<file path="config.mk">
export PLATFORM = sky130hd
export DESIGN_NAME = spi_byte_responder
export DESIGN_NICKNAME = d
export VERILOG_FILES = /design/src/rtl/spi_pkg.sv /design/src/rtl/spi_sync_edge.sv /design/src/rtl/spi_byte_responder.sv
export SDC_FILE = /design/constraint.sdc
export NUM_CORES = 1
export LEC_CHECK = 0
export CORE_ASPECT_RATIO = 1.4
export CORE_MARGIN = 3
export CORE_UTILIZATION = 52
export CTS_CLUSTER_DIAMETER = 80
export DETAILED_ROUTE_END_ITERATION = 8
export GPL_TIMING_DRIVEN = 0
export PLACE_DENSITY = 0.88
export SETUP_SLACK_MARGIN = 0.1
export SLEW_MARGIN = 20
export SYNTH_ARGS = -nofsm -noshare
export SYNTH_HDL_FRONTEND = slang
export SYNTH_SLANG_ARGS = --single-unit
</file>
<file path="constraint.sdc">
create_clock -name clk -period 2.3 [get_ports clk]
set_clock_uncertainty 0.15 [all_clocks]
set_input_delay 0.46 -clock clk [delete_from_list [all_inputs] [get_ports clk]]
set_output_delay 0.46 -clock clk [all_outputs]
set_load 0.01 [all_outputs]
</file>
<file path="src/rtl/spi_pkg.sv">
// Shared SPI definitions for the responder and initiator sides.
// FSM encodings and the default MISO fill byte live here.
package spi_pkg;

  typedef enum logic [1:0] {
    ST_IDLE  = 2'd0,
    ST_LOAD  = 2'd1,
    ST_SHIFT = 2'd2
  } spi_state_e;

  localparam logic [7:0] SPI_IDLE_FILL = 8'hFF;

endpackage

</file>
<file path="src/rtl/spi_sync_edge.sv">
// Multi-flop synchronizer for one asynchronous SPI pin,
// with rise/fall detection on the synchronized copy.
module spi_sync_edge #(
  parameter int   STAGES  = 2,
  parameter logic RST_VAL = 1'b0
) (
  input  logic clk,
  input  logic rst_n,
  input  logic i_async,
  output logic o_sync,
  output logic o_rise,
  output logic o_fall
);

  logic [STAGES-1:0] r_sync;
  logic              r_prev;

  always_ff @(posedge clk or negedge rst_n) begin
    if (!rst_n) begin
      r_sync <= {STAGES{RST_VAL}};
      r_prev <= RST_VAL;
    end else begin
      r_sync <= {r_sync[STAGES-2:0], i_async};
      r_prev <= r_sync[STAGES-1];
    end
  end

  assign o_sync = r_sync[STAGES-1];
  assign o_rise = r_sync[STAGES-1] & ~r_prev;
  assign o_fall = ~r_sync[STAGES-1] & r_prev;

endmodule

</file>
<file path="src/rtl/spi_byte_responder.sv">
// SPI mode-0 byte responder: oversampled by clk, bytes in via
// rx FIFO write port, bytes out from a FWFT tx FIFO.
module spi_byte_responder
  import spi_pkg::*;
#(
  parameter int         SYNC_STAGES = 2,
  parameter logic [7:0] IDLE_FILL   = SPI_IDLE_FILL
) (
  input  logic       clk,
  input  logic       rst_n,
  input  logic       SPI_SCK,
  input  logic       SPI_MOSI,
  input  logic       SPI_CS_B,
  output logic       SPI_MISO,
  output logic       SPI_MISO_T,
  output logic [7:0] rx_data,
  output logic       rx_wren,
  input  logic       rx_full,
  input  logic [7:0] tx_data,
  input  logic       tx_valid,
  output logic       tx_read,
  output logic       cs_active,
  output logic       rx_overflow,
  output logic       frame_abort
);

  localparam logic [2:0] WARM_MAX = 3'(SYNC_STAGES);

  logic       w_sck_rise;
  logic       w_sck_fall;
  logic       w_mosi;
  logic       w_cs_b;
  logic [4:0] w_edges_unused;

  spi_sync_edge #(.STAGES(SYNC_STAGES), .RST_VAL(1'b0)) u_sck (
    .clk    (clk),
    .rst_n  (rst_n),
    .i_async(SPI_SCK),
    .o_sync (w_edges_unused[0]),
    .o_rise (w_sck_rise),
    .o_fall (w_sck_fall)
  );

  spi_sync_edge #(.STAGES(SYNC_STAGES), .RST_VAL(1'b0)) u_mosi (
    .clk    (clk),
    .rst_n  (rst_n),
    .i_async(SPI_MOSI),
    .o_sync (w_mosi),
    .o_rise (w_edges_unused[1]),
    .o_fall (w_edges_unused[2])
  );

  spi_sync_edge #(.STAGES(SYNC_STAGES), .RST_VAL(1'b1)) u_cs (
    .clk    (clk),
    .rst_n  (rst_n),
    .i_async(SPI_CS_B),
    .o_sync (w_cs_b),
    .o_rise (w_edges_unused[3]),
    .o_fall (w_edges_unused[4])
  );

  spi_state_e r_state;
  spi_state_e w_next;

  logic [2:0] r_bit_cnt;
  logic [7:0] r_rx_shift;
  logic [7:0] r_tx_shift;
  logic [7:0] r_rx_data;
  logic       r_rx_wren;
  logic       r_ovf;
  logic       r_abort;
  logic       r_byte_done;
  logic       r_armed;
  logic [2:0] r_warm;

  logic w_start;
  logic w_cs_off;
  logic w_rise;
  logic w_complete;
  logic w_abort;
  logic w_tx_load;
  logic w_tx_shift;

  always_ff @(posedge clk or negedge rst_n) begin
    if (!rst_n) r_state <= ST_IDLE;
    else        r_state <= w_next;
  end

  always_comb begin
    w_next = r_state;
    unique case (r_state)
      ST_IDLE:  if (r_armed && !w_cs_b) w_next = ST_LOAD;
      ST_LOAD:  w_next = w_cs_b ? ST_IDLE : ST_SHIFT;
      ST_SHIFT: if (w_cs_b) w_next = ST_IDLE;
      default:  w_next = ST_IDLE;
    endcase
  end

  assign w_start    = (r_state == ST_IDLE) && r_armed && !w_cs_b;
  assign w_cs_off   = (r_state != ST_IDLE) && w_cs_b;
  assign w_rise     = (r_state == ST_SHIFT) && w_sck_rise;
  assign w_complete = w_rise && (r_bit_cnt == 3'd7);
  assign w_abort    = w_cs_off && (r_bit_cnt != 3'd0) && !w_complete;

  // The first fall after a finished byte fetches the next one.
  assign w_tx_load  = !w_cs_off &&
                      ((r_state == ST_LOAD) ||
                       ((r_state == ST_SHIFT) && w_sck_fall && r_byte_done));
  assign w_tx_shift = !w_cs_off && (r_state == ST_SHIFT) &&
                      w_sck_fall && !r_byte_done;

  always_ff @(posedge clk or negedge rst_n) begin
    if (!rst_n) begin
      r_bit_cnt   <= 3'd0;
      r_rx_shift  <= 8'd0;
      r_tx_shift  <= IDLE_FILL;
      r_rx_data   <= 8'd0;
      r_rx_wren   <= 1'b0;
      r_ovf       <= 1'b0;
      r_abort     <= 1'b0;
      r_byte_done <= 1'b0;
      r_armed     <= 1'b0;
      r_warm      <= 3'd0;
    end else begin
      r_rx_wren <= w_complete && !rx_full;
      r_abort   <= w_abort;
      if (w_complete) r_rx_data <= {r_rx_shift[6:0], w_mosi};
      if (w_complete && rx_full) r_ovf <= 1'b1;
      else if (w_start)          r_ovf <= 1'b0;
      // Accept frames only after a genuine CS-high is seen post-reset.
      if (r_warm != WARM_MAX) r_warm <= r_warm + 3'd1;
      if ((r_warm == WARM_MAX) && w_cs_b) r_armed <= 1'b1;
      if (w_cs_off || (r_state == ST_LOAD)) begin
        r_bit_cnt   <= 3'd0;
        r_rx_shift  <= 8'd0;
        r_byte_done <= 1'b0;
      end else if (w_rise) begin
        r_rx_shift <= {r_rx_shift[6:0], w_mosi};
        r_bit_cnt  <= r_bit_cnt + 3'd1;
        if (r_bit_cnt == 3'd7) r_byte_done <= 1'b1;
      end else if (w_tx_load) begin
        r_byte_done <= 1'b0;
      end
      unique case (1'b1)
        w_tx_load:  r_tx_shift <= tx_valid ? tx_data : IDLE_FILL;
        w_tx_shift: r_tx_shift <= {r_tx_shift[6:0], 1'b1};
        default:    r_tx_shift <= r_tx_shift;
      endcase
    end
  end

  assign tx_read     = w_tx_load && tx_valid;
  assign SPI_MISO    = r_tx_shift[7];
  assign SPI_MISO_T  = (r_state == ST_IDLE);
  assign cs_active   = (r_state != ST_IDLE);
  assign rx_data     = r_rx_data;
  assign rx_wren     = r_rx_wren;
  assign rx_overflow = r_ovf;
  assign frame_abort = r_abort;

endmodule

</file>
==> results.yml, run 1 <==
power_and_ir_drop:
  power.total_mw: 1.54
  p_int_mw: 1.16
  p_clk_share_pct: 29.5
  p_seq_share_pct: 56.8
  power_frac_comb_pct: 13.7
  leakagePower_nw: 1.00
  p_sw_uw: 377
  switching_share_pct: 24.5
  power_density_nw_per_um2: 671
  ir_drop_uv: 449
worst_setup_path:
  critPathMaxFanout: 4
  critPathMaxStageDelay_ns: 0.48
  critPathKind: "reg2out"
  path_cells: "buf_4, nor2_2, inv_1, clkdlybuf4s50_1"
  arrival_ns: 1.53
  cp.required_ns: 1.69
  end_kind: "output port"
  cp_slowest_cell: "clkdlybuf4s50_1"
  critPathLaunchType: "flip-flop"
status:
  status: "finished, violations left"
  violations: "negative hold slack"
floorplanning:
  fp.dieH_um: 75.6
  fp.dieArea_um2: 4220
  chipWidth_um: 55.8
  core_um2: 3210
  rows: 24
  ios: 30
  start_util_pct: 56.1
logic_synthesis:
  synthCells: 140
  synth_ff_type: "dfrtp_1"
  ys_ff_latch: 43
  ys_seq_area_share_pct: 60.4
  synth_top_area_cell: "dfrtp_1"
  yosysWarnings: 0
  yosysTopAreaCellShare_pct: 45.8
  syn-num-nets: 160
  synth.distinct_cells: 29
  synthArstFlopShare_pct: 100
  synth_area_leaders: "dfrtp_1 46%, dfstp_2 15%, mux2_2 6.3%, a22o_1 4.4%, nor3b_1 4.2%"
  synth_edf_count: 0
  synth_area_um2: 1800
  syn_avg_cell_area_um2: 12.9
global_routing:
  grt_use_total_pct: 19.4
  met2_usage_pct: 35.4
  use_met1_pct: 20.8
  grt_overflow: 0
  met3_usage_pct: 5.93
  antenna_found_initial: 0
  grt_busiest_layer: "met2"
  grt_max_degree: 23
  grt_pass1_wl_um: 6160
  grt_pass1_vias: 1317
sta:
  hold_ws_ns: -0.0110
  drv_slew: 0
  hold_viol: 15
  setup_ws_ns: 0.161
  finalCritPeriodShare_pct: 93.0
  fmax_ghz: 0.467
  worstMarginPinSlew_ns: 0.664
  fin_crit_ns: 2.14
  setup_viol_count_final: 0
  slew_headroom_pct: 55.5
  rsz0062_at_grt: "true"
routing:
  drt-initial-drc-count: 33
  wire_per_inst_um: 16.1
  vias: 1230
  vias_per_cell: 5.57
  drc: 0
  antenna_left: 0
  dr.pass1.iters: 4
  routed_wl_um: 3560
clock_tree:
  path_clk_slew_ns: 0.08
  cts-root-buf: "clkbuf_8"
  cts_buffer_depth: 2
  clk_latency_ns: 0.30
  numCtsBuffers: 5
  postCtsHoldBufs: 0
  cts_sinks: 43
  htree_num_levels: 2
  cts_tree: "done"
cells_and_area:
  fillCellCount: 212
  nets: 201
  register_area_um2: 1090
  multi_input_area_um2: 677
  syn_to_final_growth_pct: 27.1
  final_core_util_pct: 71.3
  drive_gt1_share_pct: 25.3
  antenna_cells: 0
hold_path:
  hold_path_class: "in2async"
placement:
  hpwlAfterDp_um: 2470
  place.gp.congestion: 0.800
  preCtsSetupSlack_ns: -0.159
  port_buffers: 29
run:
  maxCapViolCount: 0
==> sequential cells by signal, summed over array words and instances, names as in the netlist <==
| name | cells |
|---|---|
| r_warm | 3 |
| u_cs.r_sync | 2 |
| r_bit_cnt | 3 |
| u_mosi.r_sync | 2 |
| r_rx_shift | 7 |
| r_state | 2 |
| r_byte_done | 1 |
| rx_data | 8 |
| u_sck.r_sync | 2 |
| frame_abort | 1 |
| rx_overflow | 1 |
| r_armed | 1 |
| u_sck.r_prev | 1 |
| rx_wren | 1 |
| r_tx_shift | 8 |
==> timing repair <==
action	in CTS	in global routing
setup endpoints to repair	3	2
resized for setup	7	3
pin swaps	1	1
buffers inserted	2	2
==> final timing paths <==
path                                                 from                   endpoint  slack (ns)  depth (start not counted)
worst min register to register  u_sck.r_sync[0]$_DFF_PN0_  u_sck.r_sync[1]$_DFF_PN0_        0.20                          0
worst max-delay path               r_state[0]$_DFFE_PN0P_                  cs_active        0.16                          4
min in group clk                u_sck.r_sync[0]$_DFF_PN0_  u_sck.r_sync[1]$_DFF_PN0_        0.20                          0
max in group asynchronous                           rst_n   u_cs.r_sync[0]$_DFF_PN1_        1.44                          2
worst min-delay path                                rst_n    r_byte_done$_DFFE_PN0P_       -0.01                          1
worst max register to register   r_bit_cnt[1]$_DFFE_PN0P_     rx_data[2]$_DFFE_PN0P_        0.44                          5
==> stage by stage <==
step | cell area, µm² | TNS, ns | hold slack [ns] | cells
6_report | 2290 | 0 | -0.0110 | 221
3_3_place_gp | 2140 | -12.35 | 0.182 | 208
4_1_cts | 2270 | 0 | 0.0000897 | 219
2_1_floorplan | 1800 | 0 | 0.0144 | 140
3_5_place_dp | 2160 | -0.159 | 0.186 | 209
5_1_grt | 2290 | 0 | 0.0160 | 221
==> logic make-up after synthesis <==
| group | count (synthesis) | share of synthesized area (%) |
|---|---|---|
| compound gates | 26 | 11.9 |
| flops | 43 | 60.4 |
| mux | 10 | 6.25 |
| xor+xnor | 1 | 0.486 |
| simple gates | 43 | 14.7 |
| buf+inv | 12 | 2.78 |
| fa+ha+maj | 5 | 3.47 |
==> worst max-delay path, delay by kind of cell, from the launching register on <==
| family | cells | cell delay [ns] |
|---|---|---|
| and+or+nand+nor | 1 | 0.12 |
| DFF | 1 | 0.41 |
| buffers and inverters | 3 | 0.71 |
==> power by group through the flow <==
stage	Clock (mW)	Combinational (mW)	Sequential, mW
2_1_floorplan	0	0.105	0.880
5_1_grt	0.495	0.234	0.879
3_5_place_dp	0	0.199	0.885
4_1_cts	0.469	0.208	0.872
6_report	0.454	0.210	0.873
3_3_place_gp	0	0.187	0.881
==> placed cells by master (no fill, tap or decap), types with 2 or more instances in the layout <==
cell type	n
a21oi_1	2
a22o_1	9
and2_1	2
and3_1	2
buf_2	4
buf_4	5
clkbuf_8	5
clkdlybuf4s50_1	26
dfrtp_1	32
dfstp_2	10
ha_1	5
inv_1	8
mux2_2	10
nand2_1	9
nand2b_4	2
nor2_1	10
nor2b_1	2
nor3b_1	10
o21ai_0	2
o31ai_1	7
==> synthesized netlist by cell type (4+ instances only) <==
cell type,instances
dfrtp_1,33
nor2_1,11
dfstp_2,10
mux2_2,10
nor3b_1,10
a22o_1,9
nand2_1,9
inv_1,8
o31ai_1,7
ha_1,5
buf_2,4
==> routing by layer <==
metal / routed length (µm) / up-vias / part of all wire, %
met3: 160 / 5 / 4.5
met4: 61 / 0 / 1.7
li1: - / 572 / -
met1: 1370 / 621 / 39
met5: 0 / - / 0
met2: 1960 / 32 / 55
==> layout make-up <==
| class | count | area share, % |
|---|---|---|
| sequential | 43 | 47.6 |
| multi-input combinational | 85 | 29.6 |
| timing repair buffer | 34 | 14.7 |
| clock buffer | 6 | 3.17 |
| tap | 39 | 2.13 |
| inverter | 8 | 1.31 |
| buffer | 4 | 0.984 |
| clock inverter | 2 | 0.546 |
(Power assumes the default switching activity.)
==> inputs of run 2 (changes only) <==
- CORE_ASPECT_RATIO: 1.4 -> 1.75
==> run 2 against run 1 <==
  * The flow now finishes without violations
  * Power up 1.2%
  * Setup slack worse by 0.032 ns
  * Via count down 1.6%
  * Die area up 0.42%
  * Clock-buffer cell count up 1
  * Combinational power about the same
  * Critical path depth unchanged
  * Sequential share of layout area down 0.10 points
  * Cell area up 0.22%
  * Sequential power about the same
  * Utilization down 0.51 points
  * Non-clock buffer count unchanged
==> results.yml, run 2 (same netlist as run 1, synthesis figures left out) <==
floorplanning:
  rows: 27
  core_um2: 3240
  fp.dieH_um: 83.9
  start_util_pct: 55.6
  ios: 30
  chipWidth_um: 50.5
  fp.dieArea_um2: 4240
worst_setup_path:
  reg2reg_from: "r_bit_cnt[1]$_DFFE_PN0P_"
  end_kind: "output port"
  critPathMaxStageDelay_ns: 0.41
  arrival_ns: 1.56
  critPathKind: "reg2out"
  critPathMaxFanout: 5
  cp_slowest_cell: "dfrtp_1"
  path_cells: "nand2b_4, o32ai_4, and2_1, clkdlybuf4s15_1"
  cp.required_ns: 1.69
  critPathLaunchType: "flip-flop"
  crit_start: "r_state[0]$_DFFE_PN0P_"
hold_path:
  hold_path_class: "reg2reg"
  hp-start: "u_cs.r_sync[0]$_DFF_PN1_"
cells_and_area:
  drive_gt1_share_pct: 23.6
  nets: 201
  final_common_cell: "dfrtp_1"
  syn_to_final_growth_pct: 27.4
  design_area_um2: 2290
  antenna_cells: 0
  layout_common_cells: "32 x dfrtp_1, 27 x clkdlybuf4s50_1, 11 x nor2_1"
  fillCellCount: 238
sta:
  setup_ws_ns: 0.129
  drv_slew: 0
  slew_headroom_pct: 60.3
  rsz0062_at_grt: "true"
  hold_viol: 0
  worstMarginPinSlew_ns: 0.593
  fmax_ghz: 0.461
  setup_tns_ns: 0
  finalCritPeriodShare_pct: 94.4
  fin_crit_ns: 2.17
  hold_ws_ns: 0.203
  setup_viol_count_final: 0
power_and_ir_drop:
  power_density_nw_per_um2: 678
  leakagePower_nw: 0.997
  power.total_mw: 1.56
  ir_drop_uv: 569
routing:
  antenna_left: 0
  vias: 1210
  wire_per_inst_um: 15.1
  vias_per_cell: 5.38
  dr.pass1.iters: 4
  drc: 0
  routed_wl_um: 3390
  drt-initial-drc-count: 17
clock_tree:
  clk_latency_ns: 0.29
  htree_num_levels: 2
  numCtsBuffers: 5
  cts_buffer_depth: 2
  path_clk_slew_ns: 0.07
  cts-root-buf: "clkbuf_8"
  cts_sinks: 43
  cts_tree: "done"
placement:
  hpwlAfterDp_um: 2460
  place.gp.congestion: 0.722
  place_area_um2: 2160
  preCtsSetupSlack_ns: -0.148
  port_buffers: 29
status:
  status: "completed"
global_routing:
  antenna_found_initial: 0
  grt_pass1_vias: 1306
  grt_overflow: 0
  grt_use_total_pct: 18.9
  grt_max_degree: 35
  grt_pass1_wl_um: 6000
run:
  maxCapViolCount: 0
[run 2: cell type report]
class	instances	area, µm²	share of cell area [%]
clock inverter	1	5.00	0.218
multi-input combinational	85	669	29.2
timing repair buffer	34	338	14.7
buffer	4	22.5	0.981
inverter	8	30.0	1.31
sequential	43	1090	47.5
clock buffer	7	86.3	3.76
tap	43	53.8	2.34
[run 2: critical path, delay by kind of cell (launching register included)]
family / cells / cell delay, ns
AND/OR/NAND/NOR: 2 / 0.36
flip-flops: 1 / 0.41
buffers and inverters: 1 / 0.23
AO/OA/AOI/OAI: 1 / 0.29
[run 2: power by group]
part / total, mW / switching, mW / internal [mW] / leakage [nW]
registers: 0.876 / 0.0356 / 0.840 / 0.541
clock network: 0.473 / 0.231 / 0.242 / 0.0482
logic: 0.207 / 0.0984 / 0.108 / 0.408
[run 2: timing repair]
action | CTS | global route
resized for setup | 6 | 0
endpoints found under the setup margin | 1 | 3
hold buffers | 1 | 0
pin swaps | 1 | 0
hold endpoints to repair | 3 | 0
setup buffers | 2 | 1
[run 2: path summary, 6_finish.rpt]
check / depth (start not counted) / endpoint / slack [ns]
worst max-delay path: 4 / tx_read / 0.13
min in group asynchronous: 2 / r_warm[2]$_DFFE_PN0P_ / 0.42
worst min register to register: 0 / u_cs.r_sync[1]$_DFF_PN1_ / 0.20
worst max register to register: 5 / rx_data[2]$_DFFE_PN0P_ / 0.41
worst min-delay path: 0 / u_cs.r_sync[1]$_DFF_PN1_ / 0.20
max in group asynchronous: 3 / r_tx_shift[7]$_DFFE_PN1P_ / 1.07
[run 2: metal layers]
layer	GRT usage [%]	vias to the layer above	wire length, µm
met2	33.0	27	1860
li1	-	570	-
met1	21.0	607	1320
met3	4.65	6	127
met5	0	-	0
met4	8.82	0	78
[run 2: through the flow]
step / utilization [%] / instances
global route: 70.8 / 225
floorplan: - / 140
detailed placement: 66.6 / 213
CTS: 70.5 / 224
finish: 70.8 / 225
global placement: 66.2 / 212
